--- src/rtl/serial_paralelo_rx_pkg.sv ---
// rtl/serial_paralelo_rx_pkg.sv - shared phy definitions for the serial-to-parallel receiver
//
// Holds the one-hot receive FSM encoding, the default comma/idle symbol
// and the default number of aligned commas needed before the lane goes
// active. Shared by the phy transmit and receive sides.
package serial_paralelo_rx_pkg;

    // Comma/idle symbol used both for alignment and for idle fill.
    localparam logic [7:0] COM_DEFAULT = 8'hBC;

    // Consecutive byte-aligned commas required before the lane is declared aligned.
    localparam int ALIGN_CNT_DEFAULT = 4;

    // One-hot receive alignment states.
    typedef enum logic [2:0] {
        ST_SEARCH = 3'b001,
        ST_COUNT  = 3'b010,
        ST_ACTIVE = 3'b100
    } state_t;

    // Bit-phase value that marks the last bit of a byte.
    localparam logic [2:0] PHASE_LAST = 3'd7;

endpackage

--- src/rtl/serial_paralelo_rx_sp_shifter.sv ---
// rtl/serial_paralelo_rx_sp_shifter.sv - 8-bit sliding serial window with comma compare
//
// Ports:
//   clk8f    in   serial bit clock, rising edge
//   reset    in   synchronous active-high reset, clears the stored history
//   data_in  in   serial bit, MSB of each byte first
//   win_next out  current 8-bit window {previous 7 bits, data_in}
//   is_com   out  win_next equals the comma symbol
module serial_paralelo_rx_sp_shifter
    import serial_paralelo_rx_pkg::*;
#(
    parameter logic [7:0] COM = COM_DEFAULT
) (
    input  logic       clk8f,
    input  logic       reset,
    input  logic       data_in,
    output logic [7:0] win_next,
    output logic       is_com
);

    // Only the seven youngest bits of the previous window are ever reused,
    // so the oldest bit is dropped rather than stored.
    logic [6:0] sr_tail;

    assign win_next = {sr_tail, data_in};
    assign is_com   = (win_next == COM);

    always_ff @(posedge clk8f) begin
        if (reset) begin
            sr_tail <= '0;
        end else begin
            sr_tail <= win_next[6:0];
        end
    end

endmodule

--- src/rtl/serial_paralelo_rx.sv ---
// rtl/serial_paralelo_rx.sv - serial-to-parallel receiver with comma alignment
//
// Shifts in one bit per clk8f, hunts for the comma symbol at any bit
// offset, confirms ALIGN_CNT byte-aligned commas and then delivers one
// byte every 8 cycles.
//
// Optional build macro: SP_ERR_CNT_EN adds the err_cnt output, a
// saturating count of false locks (COUNT aborted back to SEARCH).
//
// Ports:
//   clk8f       in   serial bit clock, rising edge
//   reset       in   synchronous active-high reset
//   data_in     in   serial bit stream, MSB first
//   data_out    out  [7:0] last delivered byte (held between boundaries)
//   valid_out   out  data_out is a payload byte (not a comma)
//   byte_strobe out  one-cycle pulse when data_out/valid_out update
//   active      out  lane aligned and delivering bytes
//   err_cnt     out  [7:0] false lock count, only with SP_ERR_CNT_EN
module serial_paralelo_rx
    import serial_paralelo_rx_pkg::*;
#(
    parameter logic [7:0] COM       = COM_DEFAULT,
    parameter int         ALIGN_CNT = ALIGN_CNT_DEFAULT
) (
    input  logic       clk8f,
    input  logic       reset,
    input  logic       data_in,
    output logic [7:0] data_out,
    output logic       valid_out,
    output logic       byte_strobe,
    output logic       active
`ifdef SP_ERR_CNT_EN
    ,
    output logic [7:0] err_cnt
`endif
);

    localparam logic [3:0] ALIGN_TARGET = 4'(ALIGN_CNT);

    state_t     state;
    logic [2:0] phase;
    logic [3:0] com_cnt;
    logic [7:0] win_next;
    logic       is_com;
    logic       boundary;
    logic       false_lock;

    serial_paralelo_rx_sp_shifter #(
        .COM (COM)
    ) u_shifter (
        .clk8f    (clk8f),
        .reset    (reset),
        .data_in  (data_in),
        .win_next (win_next),
        .is_com   (is_com)
    );

    // Phase only has meaning once a comma has fixed the byte grid.
    assign boundary   = (phase == PHASE_LAST);
    assign false_lock = (state == ST_COUNT) && boundary && !is_com;

    always_ff @(posedge clk8f) begin
        if (reset) begin
            state       <= ST_SEARCH;
            phase       <= 3'd0;
            com_cnt     <= 4'd0;
            data_out    <= 8'd0;
            valid_out   <= 1'b0;
            byte_strobe <= 1'b0;
            active      <= 1'b0;
        end else begin
            byte_strobe <= 1'b0;
            case (state)
                ST_SEARCH: begin
                    // Sliding compare at every bit offset; a hit fixes the grid.
                    if (is_com) begin
                        phase   <= 3'd0;
                        com_cnt <= 4'd1;
                        if (ALIGN_TARGET == 4'd1) begin
                            state  <= ST_ACTIVE;
                            active <= 1'b1;
                        end else begin
                            state <= ST_COUNT;
                        end
                    end
                end
                ST_COUNT: begin
                    phase <= phase + 3'd1;
                    // Only whole bytes on the candidate grid are judged.
                    if (boundary) begin
                        if (false_lock) begin
                            state   <= ST_SEARCH;
                            com_cnt <= 4'd0;
                        end else begin
                            com_cnt <= com_cnt + 4'd1;
                            if (com_cnt + 4'd1 == ALIGN_TARGET) begin
                                state  <= ST_ACTIVE;
                                active <= 1'b1;
                            end
                        end
                    end
                end
                ST_ACTIVE: begin
                    phase <= phase + 3'd1;
                    if (boundary) begin
                        data_out    <= win_next;
                        valid_out   <= !is_com;
                        byte_strobe <= 1'b1;
                    end
                end
                default: begin
                    state     <= ST_SEARCH;
                    phase     <= 3'd0;
                    com_cnt   <= 4'd0;
                    data_out  <= 8'd0;
                    valid_out <= 1'b0;
                    active    <= 1'b0;
                end
            endcase
        end
    end

`ifdef SP_ERR_CNT_EN
    always_ff @(posedge clk8f) begin
        if (reset) begin
            err_cnt <= 8'd0;
        end else if (false_lock && (err_cnt != 8'hFF)) begin
            err_cnt <= err_cnt + 8'd1;
        end
    end
`endif

endmodule

--- config.mk ---
export PLATFORM = sky130hd
export DESIGN_NAME = serial_paralelo_rx
export DESIGN_NICKNAME = d
export VERILOG_FILES = /design/src/rtl/serial_paralelo_rx_pkg.sv /design/src/rtl/serial_paralelo_rx_sp_shifter.sv /design/src/rtl/serial_paralelo_rx.sv
export SDC_FILE = /design/constraint.sdc
export NUM_CORES = 1
export LEC_CHECK = 0
export ABC_AREA = 1
export BUFFER_PORTS_ARGS = -buffer_cell sky130_fd_sc_hd__buf_2
export CAP_MARGIN = 30
export CORE_MARGIN = 2
export CORE_UTILIZATION = 30
export DETAILED_ROUTE_END_ITERATION = 7
export GPL_TIMING_DRIVEN = 0
export SLEW_MARGIN = 15
export SYNTH_ARGS = -nofsm -noshare
export SYNTH_HDL_FRONTEND = slang
export SYNTH_SLANG_ARGS = --single-unit
--- constraint.sdc ---
create_clock -name clk8f -period 2 [get_ports clk8f]
set_clock_uncertainty 0.05 [all_clocks]
set_input_delay 0.2 -clock clk8f [delete_from_list [all_inputs] [get_ports clk8f]]
set_output_delay 0.2 -clock clk8f [all_outputs]
set_load 0.01 [all_outputs]
# Word level (Yosys, flattened, before mapping)
# Index checks and enable logic that the tools add are counted.
# Widths: inputs -> output; s select.
# op_classes
n_addsub	2
n_eq_ne	12
muxes	20
n_bitwise	3
n_reduce_logical	11
# op_table
cell	count
$pmux 8 s2	1
$mux 3	5
$mux 4	3
$pmux 4 s3	1
$pmux 3 s3	1
$eq 8x8->1 const B	1
$mux 8	1
$ne 2x2->1 const B	4
$reduce_and 4->1	2
$reduce_or 2->1	4
$eq 3x3->1 const B	2
$pmux 3 s2	1
$mux 1	5
$add 4x1->4 const B	1
$eq 4x3->1 const B	1
$pmux 1 s2	2
$add 3x1->3 const B	1
$eq 3x1->1 const B	1
$eq 3x2->1 const B	1
$ne 3x2->1 const B	1
$not 1->1	3
$reduce_and 3->1	1
$logic_and 1x1->1	2
$ne 2x1->1 const B	1
2 further kinds	2
# totals
ff_bits	28
wordCells	56

# Depth between registers and ports, before layout
# logic_depth
ltp_word	6
ltp_mapped	10
ltp_nobuf	10

# Modules after synthesis
# Synthesis repeated with hierarchy kept, for this count alone.
# unflattened
cells_unflattened	168
hier_area_um2	1243.7
# by_module_without_submodules
mod	n_inst	cells_per_inst	area_per_inst_um2
serial_paralelo_rx	1	137	1007.2
serial_paralelo_rx_sp_shifter	1	31	236.5

# Worst setup path after synthesis
# No wires, ideal clock.
# synth_timing
kind	flip-flop to flip-flop
from	register phase[0]
to	register com_cnt[1]
setup_time_ps	113
arrival_time_ps	1307
slack_ps	529
path_stages_with_launch	11
cell_sequence	dfxtp_1 ha_1 ha_1 inv_1 nand3_1 nand2_4 inv_1 nand2_2 nand2_1 o21ai_1 nor2_1
# synth_via
elab_chain_cells	6
elab_cells_between_ends	8
# synth_lines
item	line_no	text
start: declaration	serial_paralelo_rx.sv:41	logic [2:0] phase;
start signal: assignment	serial_paralelo_rx.sv:88	phase <= phase + 3'd1;
start signal: assignment	serial_paralelo_rx.sv:104	phase <= phase + 3'd1;
$eq 3x3->1 *	serial_paralelo_rx.sv:59	assign boundary = (phase == PHASE_LAST);
via boundary	serial_paralelo_rx.sv:45	logic boundary;
$logic_and 1x1->1 (2 in a row)	serial_paralelo_rx.sv:60	assign false_lock = (state == ST_COUNT) && boundary && !is_com;
$mux 4	serial_paralelo_rx.sv:91	if (false_lock) begin
$mux 4	serial_paralelo_rx.sv:90	if (boundary) begin
$pmux 4 s3	serial_paralelo_rx.sv:73	case (state)
end signal: assignment	serial_paralelo_rx.sv:95	com_cnt <= com_cnt + 4'd1;
end: declaration	serial_paralelo_rx.sv:42	logic [3:0] com_cnt;
# The timed path passes the listed nets; every way through them passes the cells marked *. The select of a mux whose other input is x is not followed.
# A chain may end at the register's enable or synchronous reset.

# Worst setup path after layout
# Ends and elaborated chain as after synthesis.

==> out/summary.txt <==
Top Usage Layer GRT: met2
P_sw: 0.000213 W
period utilisation layout: 81.1%
DIE AREA: 4800 um^2
crit path capture: com_cnt[1]
Post-route DRC: 0
cell count after synthesis: 173
setup bufs post-CTS: 0
GRT met1 Usage: 12.9%
register clock-pin slew on the reported worst setup and hold paths: 0.10 ns
row count: 23
Slew HR: 68.3%
Bufs on Longest Clock Path: 2
Synth Cell Area: 1280 um^2
Worst Hold Class: in2reg
Seq pwr share: 53.6%
Critical path origin: phase[0]
crit path DAT: 1.75 ns
CP Launch Type: flop
Comb pwr share: 4.9%
via/cell ratio: 4.33
Sw Ratio: 20.0%
reg2reg end: com_cnt[1]
routability cong.: 0.776
per-cell routed wire length: 9.37 um
Final Hold Viols: 0
layout cells sized above 1: 20.6%
crit path kind: reg2reg
GRT met2 Usage: 16.2%
Overall Global Routing Usage: 10.0%
Post-CTS Resized: 0
mean post-synth cell area: 7.39 um^2
fill count: 444
worst endpoint required time: 2.12 ns
worst-margin pin slew: 0.475 ns
largest cells by area after synthesis: dfxtp_1 (44%), nand2_1 (12%), inv_1 (7.3%)
post-route ant nets: 0
top achievable clock speed: 617 MHz
first-pass GRT wire length: 4.08 mm
CP Max Fanout: 5
initial antenna violation count: 0
CTS Sinks: 28
Pwr Density: 722 nW/um^2
commonest non-fill, non-tap cell in the layout: nand2_1
CTS tree: built
htree depth: 1
Die H: 69.3 um
First-pass DRT Iterations: 4
Starting Density: 31.5%
antenna cells: 0
r2r setup slk: 0.38 ns
# port buffers: 12
R2R depth: 10
largest net degree at the start of global routing: 17
RSZ-0062 raised after global routing: false
DP HPWL: 1.66 mm
Syn Nets: 180
DRT Wirelength: 2.24 mm
Yosys cell types: 23
max-slew violations: 0
maxcap violations: 0
Final Cell Area: 1470 um^2
DP Area: 1400 um^2
area share of the largest cell type after synthesis: 43.8%
Inserted Clock Buffers: 3
internal power: 0.000851 W
via count of the first global-routing pass: 992
YS warnings: 0
vias post-DR: 1036
worst reg2reg path startpoint: phase[0]
root buf cell: clkbuf_8
most frequent cells in the layout: nand2_1 (41), dfxtp_1 (28), inv_1 (25), nor2_1 (22), nand3_1 (18)
Setup TNS: 0 ns
Iter 0 DRT Violations: 28
met3 Resource Use GR: 2.03%
critical path endpoint category: flop
endpoints failing setup: 0
Clock Latency Late Sink: 0.27 ns
clock share of power: 41.6%
area leader, netlist: dfxtp_1
status: complete, no violations
area grow syn2layout: 15.2%
sequential element share of the synthesized area: 43.8%
Final Critical Period: 1.62 ns
Die Wd: 69.3 um
# nets final: 197
FF+latch count, synth: 28
grt ovf: 0
Placeable Area: 4060 um^2
peak supply drop: 258 uV
CTS hold repair buffers: 0
Pleak: 0.691 nW
I/O pin count: 14
==> worst min path at each step <==
| stage | slack (ns) | startpoint | cells after the start | to |
|---|---|---|---|---|
| detailed placement | 0.38 | u_shifter.sr_tail[2] | 2 | u_shifter.sr_tail[3] |
| finish | 0.11 | data_in | 3 | u_shifter.sr_tail[0] |
| floorplan | 0.29 | data_in | 2 | u_shifter.sr_tail[0] |
| global route | 0.11 | data_in | 3 | u_shifter.sr_tail[0] |
| CTS | 0.10 | data_in | 3 | u_shifter.sr_tail[0] |
| global placement | 0.38 | u_shifter.sr_tail[1] | 2 | u_shifter.sr_tail[2] |
==> cells in the mapped netlist <==
library cell and number:
a21oi_4 1, nand4_1 1, clkbuf_1 2, nor2_1 22, nor3_1 1, nand2_1 41
nand3_1 18, nor2_2 4, a21oi_1 6, ha_1 4, o21ai_0 1, buf_6 1
nand2_2 8, o21ai_1 1, nand3_2 1, dfxtp_1 28, nand2_4 2, a21oi_2 1
o21ai_2 2, buf_2 1, o21bai_4 1, inv_1 25, inv_2 1
==> stage by stage <==
stage	utilization, %	setup WS, ns	total power (W)	std cells	hold slack, ns
finish	36.3	0.378	0.00106	239	0.108
global route	36.3	0.199	0.00111	239	0.114
CTS	36.3	0.359	0.00108	239	0.105
detailed placement	34.5	0.385	0.000635	235	0.380
global placement	34.5	0.412	0.000635	235	0.376
floorplan	-	0.529	0.000623	173	0.291
==> power groups by stage <==
| stage | clock network [W] | registers, W | logic (W) |
|---|---|---|---|
| final | 0.000442 | 0.000570 | 0.0000519 |
| after global routing | 0.000477 | 0.000571 | 0.0000596 |
| after CTS | 0.000453 | 0.000570 | 0.0000523 |
| after detailed placement | 0 | 0.000583 | 0.0000521 |
| after global placement | 0 | 0.000583 | 0.0000518 |
| after floorplan | 0 | 0.000583 | 0.0000405 |
==> cells by family after synthesis <==
kind of cell	Yosys count	synth area share [%]
AND/OR/NAND/NOR	98	34.8
buffers and inverters	30	9.49
AO/OA/AOI/OAI	13	7.93
adder cells (fa/ha/maj)	4	3.91
flip-flops	28	43.8
==> worst max-delay path, cell delays in order, from the launching register on <==
cell	delay, ns
dfxtp_1	0.32
ha_1	0.20
ha_1	0.22
inv_1	0.14
nand3_1	0.13
nand2_4	0.11
inv_1	0.05
nand2_2	0.11
nand2_1	0.06
o21ai_1	0.07
nor2_1	0.05
==> metal layers <==
layer,vias up,share of wire (%)
li1,563,-
met1,458,54
met2,13,42
met3,2,2.5
met4,0,1.6
met5,-,0
==> final cells by class <==
class                      instances  area, um^2  share of cell area (%)
clock inverter                     1        30.0                    2.04
clock buffer                       3        41.3                    2.80
tap                               50        62.6                    4.25
buffer                             4        23.8                    1.61
timing repair buffer              12        60.1                    4.08
multi-input combinational        115         597                    40.5
sequential                        28         561                    38.1
inverter                          26        97.6                    6.63
==> sequential cells by signal (all words and copies together), names as in the netlist <==
name               cells
com_cnt                4
u_shifter.sr_tail      7
state                  3
byte_strobe            1
active                 1
phase                  3
data_out               8
valid_out              1
(Power assumes the default switching activity.)
